File: src/rtl/masked_inv_scheduler.sv
// masked_inv_scheduler
//
// Shares one free-running, masked GF(2^8) inverter pipeline among NUM_REQ
// requesters. A combinational round-robin arbiter grants at most one masked
// byte per cycle and drives it onto the inverter input. A valid/ID shift
// pipeline whose depth matches the inverter latency tracks each operation.
// When the operation leaves the inverter, the pipeline routes the result back
// to the requester that issued it. The inverter cannot stall, so responses are
// never backpressured.
//
// Shares are carried as packed [NUM_SHARES-1:0][7:0] vectors, one 8-bit
// element per Boolean share. No logic in this block ever combines shares.
//
// Parameters:
//   NUM_SHARES  Boolean shares per byte
//   NUM_REQ     number of requesters (2..16)
//   LATENCY     inverter register depth, input to output
//
// Ports:
//   in_clock         clock
//   in_reset         synchronous, active-high reset
//   in_enable        low = no new grants; in-flight operations still complete
//   in_req_valid     request pending, one bit per requester
//   in_req_data      masked operand per requester
//   out_req_ready    one-hot grant (transfer = valid & ready)
//   out_inv_a        shares driven to the inverter input
//   in_inv_b         shares returned by the inverter
//   out_resp_valid   one-hot, result for that requester is present this cycle
//   out_resp_data    masked inverse (pass-through of in_inv_b)
//   out_busy         at least one operation is in flight
//   out_issue_count  saturating count of accepted operations
//
// Build option:
//   MASKED_INV_SCHED_IDLE_ZERO_EN
//     defined   : on idle cycles out_inv_a is driven to all-zero shares
//     undefined : on idle cycles out_inv_a holds the last granted operand

module masked_inv_scheduler #(
    parameter int NUM_SHARES = 2,
    parameter int NUM_REQ    = 4,
    parameter int LATENCY    = 4
) (
    input  logic                                  in_clock,
    input  logic                                  in_reset,
    input  logic                                  in_enable,
    input  logic [NUM_REQ-1:0]                    in_req_valid,
    input  logic [NUM_REQ-1:0][NUM_SHARES-1:0][7:0] in_req_data,
    output logic [NUM_REQ-1:0]                    out_req_ready,
    output logic [NUM_SHARES-1:0][7:0]            out_inv_a,
    input  logic [NUM_SHARES-1:0][7:0]            in_inv_b,
    output logic [NUM_REQ-1:0]                    out_resp_valid,
    output logic [NUM_SHARES-1:0][7:0]            out_resp_data,
    output logic                                  out_busy,
    output logic [15:0]                           out_issue_count
);

    localparam int PW = (NUM_REQ > 1) ? $clog2(NUM_REQ) : 1;

    logic [PW-1:0]      ptr;
    logic [PW-1:0]      ptr_next;
    logic [PW-1:0]      grant_idx;
    logic               grant_any;
    logic [NUM_REQ-1:0] grant;

    // Candidate requester index for each priority slot, (ptr + k) mod NUM_REQ.
    // One extra bit holds the sum before the wrap.
    logic [PW:0] cand_sum [NUM_REQ];
    logic [PW:0] cand     [NUM_REQ];

    logic               stage_valid [LATENCY];
    logic [NUM_REQ-1:0] stage_id    [LATENCY];

    logic [NUM_SHARES-1:0][7:0] idle_a;

    // ------------------------------------------------------------------
    // Round-robin arbitration
    // ------------------------------------------------------------------
    always_comb begin
        for (int k = 0; k < NUM_REQ; k++) begin
            cand_sum[k] = {1'b0, ptr} + (PW+1)'(k);
            cand[k]     = (cand_sum[k] >= (PW+1)'(NUM_REQ))
                        ? cand_sum[k] - (PW+1)'(NUM_REQ)
                        : cand_sum[k];
        end
    end

    always_comb begin
        grant     = '0;
        grant_idx = '0;
        grant_any = 1'b0;
        if (in_enable && !in_reset) begin
            for (int k = 0; k < NUM_REQ; k++) begin
                if (!grant_any && in_req_valid[cand[k][PW-1:0]]) begin
                    grant_any = 1'b1;
                    grant_idx = cand[k][PW-1:0];
                end
            end
        end
        if (grant_any) begin
            grant[grant_idx] = 1'b1;
        end
    end

    always_comb begin
        ptr_next = ptr;
        if (grant_any) begin
            ptr_next = (grant_idx == PW'(NUM_REQ - 1)) ? '0 : grant_idx + PW'(1);
        end
    end

    always_ff @(posedge in_clock) begin
        if (in_reset) begin
            ptr <= '0;
        end else begin
            ptr <= ptr_next;
        end
    end

    assign out_req_ready = grant;

    // ------------------------------------------------------------------
    // Inverter input drive
    // ------------------------------------------------------------------
`ifdef MASKED_INV_SCHED_IDLE_ZERO_EN
    // Zero shares on idle cycles keep stale operands off the inverter inputs.
    assign idle_a = '0;
`else
    // Holding the last operand means the inverter inputs do not toggle while idle.
    logic [NUM_SHARES-1:0][7:0] last_a;

    always_ff @(posedge in_clock) begin
        if (in_reset) begin
            last_a <= '0;
        end else if (grant_any) begin
            last_a <= in_req_data[grant_idx];
        end
    end

    assign idle_a = last_a;
`endif

    always_comb begin
        out_inv_a = idle_a;
        if (in_reset) begin
            out_inv_a = '0;
        end else if (grant_any) begin
            out_inv_a = in_req_data[grant_idx];
        end
    end

    // ------------------------------------------------------------------
    // Valid/ID tracking pipeline, lock-step with the inverter
    // ------------------------------------------------------------------
    always_ff @(posedge in_clock) begin
        if (in_reset) begin
            for (int i = 0; i < LATENCY; i++) begin
                stage_valid[i] <= 1'b0;
                stage_id[i]    <= '0;
            end
        end else begin
            stage_valid[0] <= grant_any;
            stage_id[0]    <= grant;
            for (int i = 1; i < LATENCY; i++) begin
                stage_valid[i] <= stage_valid[i-1];
                stage_id[i]    <= stage_id[i-1];
            end
        end
    end

    always_comb begin
        out_busy = 1'b0;
        for (int i = 0; i < LATENCY; i++) begin
            out_busy = out_busy | stage_valid[i];
        end
    end

    assign out_resp_valid = stage_valid[LATENCY-1] ? stage_id[LATENCY-1] : '0;
    assign out_resp_data  = in_inv_b;

    // ------------------------------------------------------------------
    // Saturating issue counter
    // ------------------------------------------------------------------
    always_ff @(posedge in_clock) begin
        if (in_reset) begin
            out_issue_count <= '0;
        end else if (grant_any && (out_issue_count != 16'hFFFF)) begin
            out_issue_count <= out_issue_count + 16'd1;
        end
    end

endmodule

File: config.mk
export PLATFORM = sky130hd
export DESIGN_NAME = masked_inv_scheduler
export DESIGN_NICKNAME = d
export VERILOG_FILES = /design/src/rtl/masked_inv_scheduler.sv
export SDC_FILE = /design/constraint.sdc
export NUM_CORES = 1
export LEC_CHECK = 0
export ABC_CLOCK_PERIOD_IN_PS = 2300
export CAP_MARGIN = 15
export CORE_UTILIZATION = 39
export DETAILED_ROUTE_END_ITERATION = 12
export GPL_TIMING_DRIVEN = 0
export PLACE_DENSITY = 0.76
export SLEW_MARGIN = 5
export SYNTH_ARGS = -nofsm -noshare
export SYNTH_HDL_FRONTEND = slang
export SYNTH_SLANG_ARGS = --single-unit
File: constraint.sdc
create_clock -name in_clock -period 2.3 [get_ports in_clock]
set_input_delay 0.345 -clock in_clock [delete_from_list [all_inputs] [get_ports in_clock]]
set_output_delay 0.345 -clock in_clock [all_outputs]
set_load 0.05 [all_outputs]
==> results of run 1 <==
[repair_timing]
| action | CTS | global route |
|---|---|---|
| gates cloned | 3 | 0 |
| setup buffers | 6 | 9 |
| gates resized for setup | 267 | 14 |
| pin swaps | 17 | 8 |
| hold endpoints to repair | 0 | 0 |
| setup endpoints to repair | 40 | 22 |
[layout make-up]
| cell class | count | share of cell area, % |
|---|---|---|
| repair buffers | 145 | 28.7 |
| multi-input cells | 185 | 41.5 |
| clock inverters | 3 | 0.442 |
| well taps | 80 | 1.86 |
| inverters | 11 | 0.908 |
| clock buffers | 5 | 1.28 |
| flip-flops and latches | 54 | 20.3 |
| plain buffers | 29 | 5.08 |
[flip-flops by register name (all words and copies together) (netlist names)]
name / flops
stage_id: 16
stage_valid: 4
out_issue_count: 16
ptr: 2
idle_a: 16
[cells by family (layout without fill, tap and decap cells)]
logic type               after synthesis  in the layout  synth area share, %
flip-flops                            54             54                 39.9
adder cells (fa/ha/maj)                5              5                 2.31
AND/OR/NAND/NOR                      100            100                 21.1
XOR/XNOR                               6              6                 1.94
buffers and inverters                 41            193                 9.18
AO/OA/AOI/OAI                         36             36                 11.4
multiplexers                          38             38                 14.2
[worst max path at each step]
stage	slack (ps)	end
2_1_floorplan	-80	out_inv_a[10]
3_3_place_gp	-1510	out_inv_a[5]
3_5_place_dp	-1580	out_inv_a[5]
4_1_cts	-230	out_inv_a[4]
5_1_grt	-380	out_req_ready[2]
6_report	-330	out_req_ready[2]
[through the flow]
stage	std cells	setup slack [ps]	hold WS [ps]
6_report	512	-329	443
3_5_place_dp	487	-1580	422
3_3_place_gp	487	-1510	416
5_1_grt	512	-381	449
4_1_cts	503	-227	441
2_1_floorplan	280	-80.1	414
[layer usage]
| metal | share of wire [%] | wire (um) |
|---|---|---|
| met1 | 40 | 3780 |
| met5 | 0 | 0 |
| met4 | 1.6 | 156 |
| met3 | 6.5 | 622 |
| met2 | 52 | 4960 |
[power breakdown]
part / internal, mW / switching, mW / leakage, nW
clock: 0.218 / 0.332 / 0.0408
combinational: 0.455 / 0.481 / 1.44
sequential: 0.976 / 0.0224 / 0.442
total: 1.65 / 0.835 / 1.92
[cells in the mapped netlist, types with 2 or more instances]
| library cell | n |
|---|---|
| and3_1 | 11 |
| clkbuf_1 | 8 |
| ha_1 | 5 |
| dfxtp_1 | 54 |
| nor2b_1 | 19 |
| mux2_1 | 3 |
| inv_1 | 10 |
| buf_6 | 4 |
| a221oi_1 | 3 |
| nand2b_1 | 3 |
| o221ai_1 | 16 |
| o21ai_0 | 3 |
| buf_2 | 2 |
| and4_1 | 3 |
| a21oi_1 | 5 |
| nor2_1 | 13 |
| and2_1 | 6 |
| nand3_1 | 5 |
| nand3b_1 | 3 |
| buf_4 | 16 |
| xnor2_1 | 5 |
| nand4_1 | 3 |
| mux2i_1 | 35 |
| nand2_1 | 23 |
[critical path, cell delays in order]
cell	delay [ps]
buf_2	170
or4_4	530
nand2_4	120
inv_6	30
o221a_4	110
buf_12	160
buf_12	150
inv_1	110
ha_2	210
and3_4	190
buf_8	140
==> summary.md, run 1 <==
| Metric | Value |
|---|---|
| Post-route setup slack | `-329 ps` |
| Routability cong. | `0.754` |
| I/O Buffers | `127` |
| Setup violators final | `20` |
| Wire per inst | `18.6 um` |
| Slew Viols, Final | `0` |
| Area Growth Syn to Fin | `98.2%` |
| Most common cell after layout, fill and taps aside | `clkdlybuf4s50_1` |
| CTS sink cnt | `54` |
| Post-route minimum period | `2630 ps` |
| Worst-Skew Late Latency | `320 ps` |
| Hold Path Class | `register to register` |
| Dominant synthesized flop cell | `dfxtp_1` |
| # rows | `30` |
| Min-delay src | `stage_id[2][0]` |
| Hpwl dp | `5370 um` |
| RSZ-0062 raised after global routing | `true` |
| Number of flops mapped to enable cells by yosys | `0` |
| Initial Util | `40.1%` |
| Setup crit start | `in_req_valid[2]` |
| CTS H-Tree Depth | `2` |
| WS Path Type | `primary input to primary output` |
| Vias/cell | `5.30` |
| First-pass GRT wire length | `13,100 um` |
| Mapped Nets | `372` |
| Max-slew headroom | `61.3%` |
| Post-DRT Antenna Nets | `0` |
| Post-Syn Area | `0.00271 mm^2` |
| Lkg Pwr | `1.92 nW` |
| Synth area leader | `dfxtp_1` |
| Final hold violation count | `0` |
| Post-synthesis async set-or-reset flop share | `0%` |
| FILL cells | `371` |
| Met1 usage in global routing | `27.7%` |
| Root buffer cell | `clkbuf_8` |
| Final core utilization | `79.5%` |
| Number of global-route vias before repair | `2,642` |
| Status | `finished with violations` |
| Distinct cells, synth | `46` |
| Largest fanout on the critical path | `7` |
| DIE AREA | `0.00729 mm^2` |
| CP Capture Type | `primary output` |
| Fin area | `0.00537 mm^2` |
| Area of the multi-input gates | `0.00223 mm^2` |
| Post-synthesis instance total | `280` |
| Initial antenna violation count | `0` |
| Largest net degree at the start of global routing | `19` |
| Worst hold path stage count | `1` |
| Worst EP required | `1960 ps` |
| Final WL | `9530 um` |
| CP Launch Type | `primary input` |
| DP Area | `0.00445 mm^2` |
| Critical R2R Launch | `out_issue_count[0]` |
| Die W | `85.4 um` |
| Core area | `0.00676 mm^2` |
| Fmax | `380 MHz` |
| Yosys top cell area share | `39.9%` |
| GRT Total Usage | `23.3%` |
| Slew @ Worst Pin | `581 ps` |
| CTS tree | `built` |
| Via count | `2,715` |
| GRT overflow | `0` |
| Top post-synthesis cells by area | `dfxtp_1 (40%), mux2i_1 (13%), o221ai_1 (5.2%), buf_4 (4.4%), nor2b_1 (4.4%)` |
| Hold buffer count at cts | `0` |
| CTS max path bufs | `2` |
| FF+latch count, synth | `54` |
| Global routing usage on met3 | `5.25%` |
| Net count, final | `523` |
| Fraction of layout cells with a size suffix above 1 | `36.6%` |
| TNS Setup | `-5260 ps` |
| Pwr Density | `462 mW/mm^2` |
| # diodes | `0` |
| YS warnings | `0` |
| Grt peak-use layer | `met2` |
| Io pins | `144` |
| Routing usage on met2 | `41.5%` |
| Max-capacitance violation count | `0` |
| Drt pass-1 iters | `4` |
| Reg-to-Reg End | `out_issue_count[13]` |
| Pwr Total | `2.48 mW` |
| Clk pin slew, worst setup/hold paths | `100 ps` |
| Seq/Total Area, Yosys | `39.9%` |
| Total CTS buffers | `5` |
| Reg2Reg Depth | `7` |
| Worst Skew | `6.49 ps` |
| DRC viols | `0` |
| Reg2reg setup slack | `220 ps` |
| Most frequent cells in the layout | `clkdlybuf4s50_1 (100), dfxtp_1 (50), mux2i_4 (32), buf_4 (29), nand2_1 (22)` |
| Initial DRC Count | `126` |
| Worst Hold End | `stage_id[3][0]` |
| Share of the cycle needed by the critical path after routing | `114%` |
| Worst VDD drop | `0.335 mV` |
| Syn Area/Cell | `9.68 um^2` |
| Die Ht | `85.4 um` |
| FF/Latch Area | `0.00109 mm^2` |
| Arrival time worst endpoint | `2280 ps` |
| Failing checks | `setup timing` |
Note: power is estimated with default switching activity, not from simulation.
==> run 2: changes to the inputs <==
Settings changed: CTS_CLUSTER_DIAMETER set to 50.
==> results of run 2 <==
Final layout, timing and power as in run 1 (identical DEF).
==> run 3: changes to the inputs <==
Settings changed: REMOVE_ABC_BUFFERS set to 1.
==> summary.md, run 3 (same netlist as run 1, synthesis figures left out) <==
| Metric | Value |
|---|---|
| Status | `finished with violations` |
| Failing checks | `setup timing` |
| Worst Path Buf+Inv | `3 (-3)` |
| Worst VDD drop | `0.276 mV (-18%)` |
| CTS H-Tree Depth | `2 (unchanged)` |
| Worst-Skew Late Latency | `300 ps (-20 ps)` |
| Final WL | `8370 um (-12%)` |
| Hold buffer count at cts | `0 (unchanged)` |
| Fmax | `401 MHz (+5.5%)` |
| Drt pass-1 iters | `4 (unchanged)` |
| Max-capacitance violation count | `0 (unchanged)` |
| Final hold violation count | `0 (unchanged)` |
| Arrival time worst endpoint | `2150 ps (-130 ps)` |
| CP Capture Type | `primary output` |
| Critical R2R Launch | `out_issue_count[0]` |
| Routability cong. | `0.725 (-3.8%)` |
| Root buffer cell | `clkbuf_8` |
| Slew @ Worst Pin | `527 ps (-54.2 ps)` |
| # diodes | `0 (unchanged)` |
| Vias/cell | `5.43 (+2.4%)` |
| CTS tree | `built` |
| Min-delay src | `in_reset` |
| Core area | `0.00676 mm^2 (unchanged)` |
| Total CTS buffers | `5 (unchanged)` |
| Worst EP required | `1960 ps (about the same)` |
| Clk pin slew, worst setup/hold paths | `90 ps (about the same)` |
| # rows | `30 (unchanged)` |
| Initial Util | `40.1% (unchanged)` |
| Wire per inst | `17.4 um (-6.3%)` |
| Share of the cycle needed by the critical path after routing | `108% (-5.9 points)` |
| Pwr Density | `470 mW/mm^2 (+1.7%)` |
| FILL cells | `465 (+25%)` |
| Post-placement cell count | `442 (-9.2%)` |
| Crit path largest cell delay | `370 ps (-160 ps)` |
| First-pass GRT wire length | `11,800 um (-10%)` |
| Number of global-route vias before repair | `2,435 (-7.8%)` |
| Die Ht | `85.4 um (unchanged)` |
| Setup violators final | `20 (unchanged)` |
| RSZ-0062 raised after global routing | `true` |
| Post-route setup slack | `-193 ps (+136 ps)` |
| Hpwl dp | `4790 um (-11%)` |
| Io pins | `144 (unchanged)` |
| CP Launch Type | `register` |
| Setup crit start | `ptr[0]` |
| Largest net degree at the start of global routing | `23 (+4)` |
| Largest fanout on the critical path | `9 (+2)` |
| Lkg Pwr | `1.72 nW (-10%)` |
| Hold Path Class | `primary input to register` |
| I/O Buffers | `111 (-13%)` |
| Final core utilization | `69.6% (-9.9 points)` |
| Slew Viols, Final | `0 (unchanged)` |
| Worst Skew | `7.54 ps (+1.05 ps)` |
| Fraction of layout cells with a size suffix above 1 | `34.0% (-2.6 points)` |
| CTS sink cnt | `54 (unchanged)` |
| Most frequent cells in the layout | `clkdlybuf4s50_1 (85), dfxtp_1 (52), nand2_1 (22), buf_6 (21), buf_4 (19)` |
| Net count, final | `492 (-5.9%)` |
| Most common cell after layout, fill and taps aside | `clkdlybuf4s50_1` |
| CTS max path bufs | `2 (unchanged)` |
| Post-DRT Antenna Nets | `0 (unchanged)` |
| CP max-delay cell | `dfxtp_4` |
| DRC viols | `0 (unchanged)` |
| Initial antenna violation count | `0 (unchanged)` |
| Die W | `85.4 um (unchanged)` |
| Worst path cell trace | `inv_4, a221oi_4, o221a_4, buf_16, mux2i_2, o221ai_2, buf_6` |
| Area Growth Syn to Fin | `73.5%` |
| Cell Count, Final, Fillers Out | `480 (-6.3%)` |
| Via count | `2,607 (-4.0%)` |
| Delay-heaviest family, CP | `compound AO/OA/AOI/OAI gates` |
| Post-route minimum period | `2490 ps (-136 ps)` |
| GRT Total Usage | `20.8% (-2.5 points)` |
| WS Path Type | `register to primary output` |
| DIE AREA | `0.00729 mm^2 (unchanged)` |
| GRT overflow | `0 (unchanged)` |
| Worst slack, placed | `-2760 ps (-1180 ps)` |
| Max-slew headroom | `64.9% (+3.6 points)` |
| Initial DRC Count | `54 (-57%)` |
[run 3: cell count changes in the layout (fill, tap and decap cells not counted), sizes merged]
cell and change:
o211ai +2, clkbuf -5, dlygate4sd2 -1, nand2 +1, dlymetal6s2s -1, buf -12
clkinvlp -1, o221a +1, inv -1, clkdlybuf4s50 -15
[run 3: timing repair]
item                                    CTS  global route
endpoints found under the setup margin   58            21
cloned                                    4             3
pin swaps                                22            12
gates resized for setup                 223            51
setup buffers                            19             5
[run 3: worst paths after layout]
kind,endpoint,slack (ps),cells after the start
worst max-delay path,out_inv_a[10],-190,7
worst min-delay path,out_issue_count[8],430,2
worst max register to register,out_issue_count[13],130,7
worst min register to register,stage_id[3][2],440,1
[run 3: area by class of cell]
cell class | count | area [um^2] | share of cell area, %
inverter | 11 | 53.8 | 1.14
clock inverter | 1 | 7.51 | 0.160
timing repair buffer | 139 | 1470 | 31.3
tap | 80 | 100 | 2.13
sequential | 54 | 1090 | 23.1
clock buffer | 6 | 72.6 | 1.54
multi-input combinational | 189 | 1910 | 40.6
[run 3: layer usage]
| layer | part of all wire (%) | track usage [%] |
|---|---|---|
| met5 | 0 | 4.20 |
| met4 | 1.7 | 5.61 |
| met3 | 8.7 | 9.05 |
| met2 | 51 | 36.7 |
| met1 | 39 | 22.3 |
[run 3: stage by stage]
stage                     power [mW]  hold WS, ps  instance area (um^2)  TNS, ps
final                           2.21          434                  4700    -2890
after global routing            2.31          437                  4700    -4510
after CTS                       2.12          434                  4350    -2360
after detailed placement        1.50          422                  3740  -104050
after global placement          1.49          416                  3720  -119480
after floorplan                 1.26          414                  2510   -29170
[run 3: where the power goes]
| group | total [mW] | switching (mW) | internal [mW] | leakage, nW |
|---|---|---|---|---|
| combinational | 0.719 | 0.366 | 0.353 | 1.25 |
| clock | 0.500 | 0.291 | 0.209 | 0.0373 |
| sequential | 0.993 | 0.0183 | 0.975 | 0.441 |
| total | 2.21 | 0.675 | 1.54 | 1.72 |
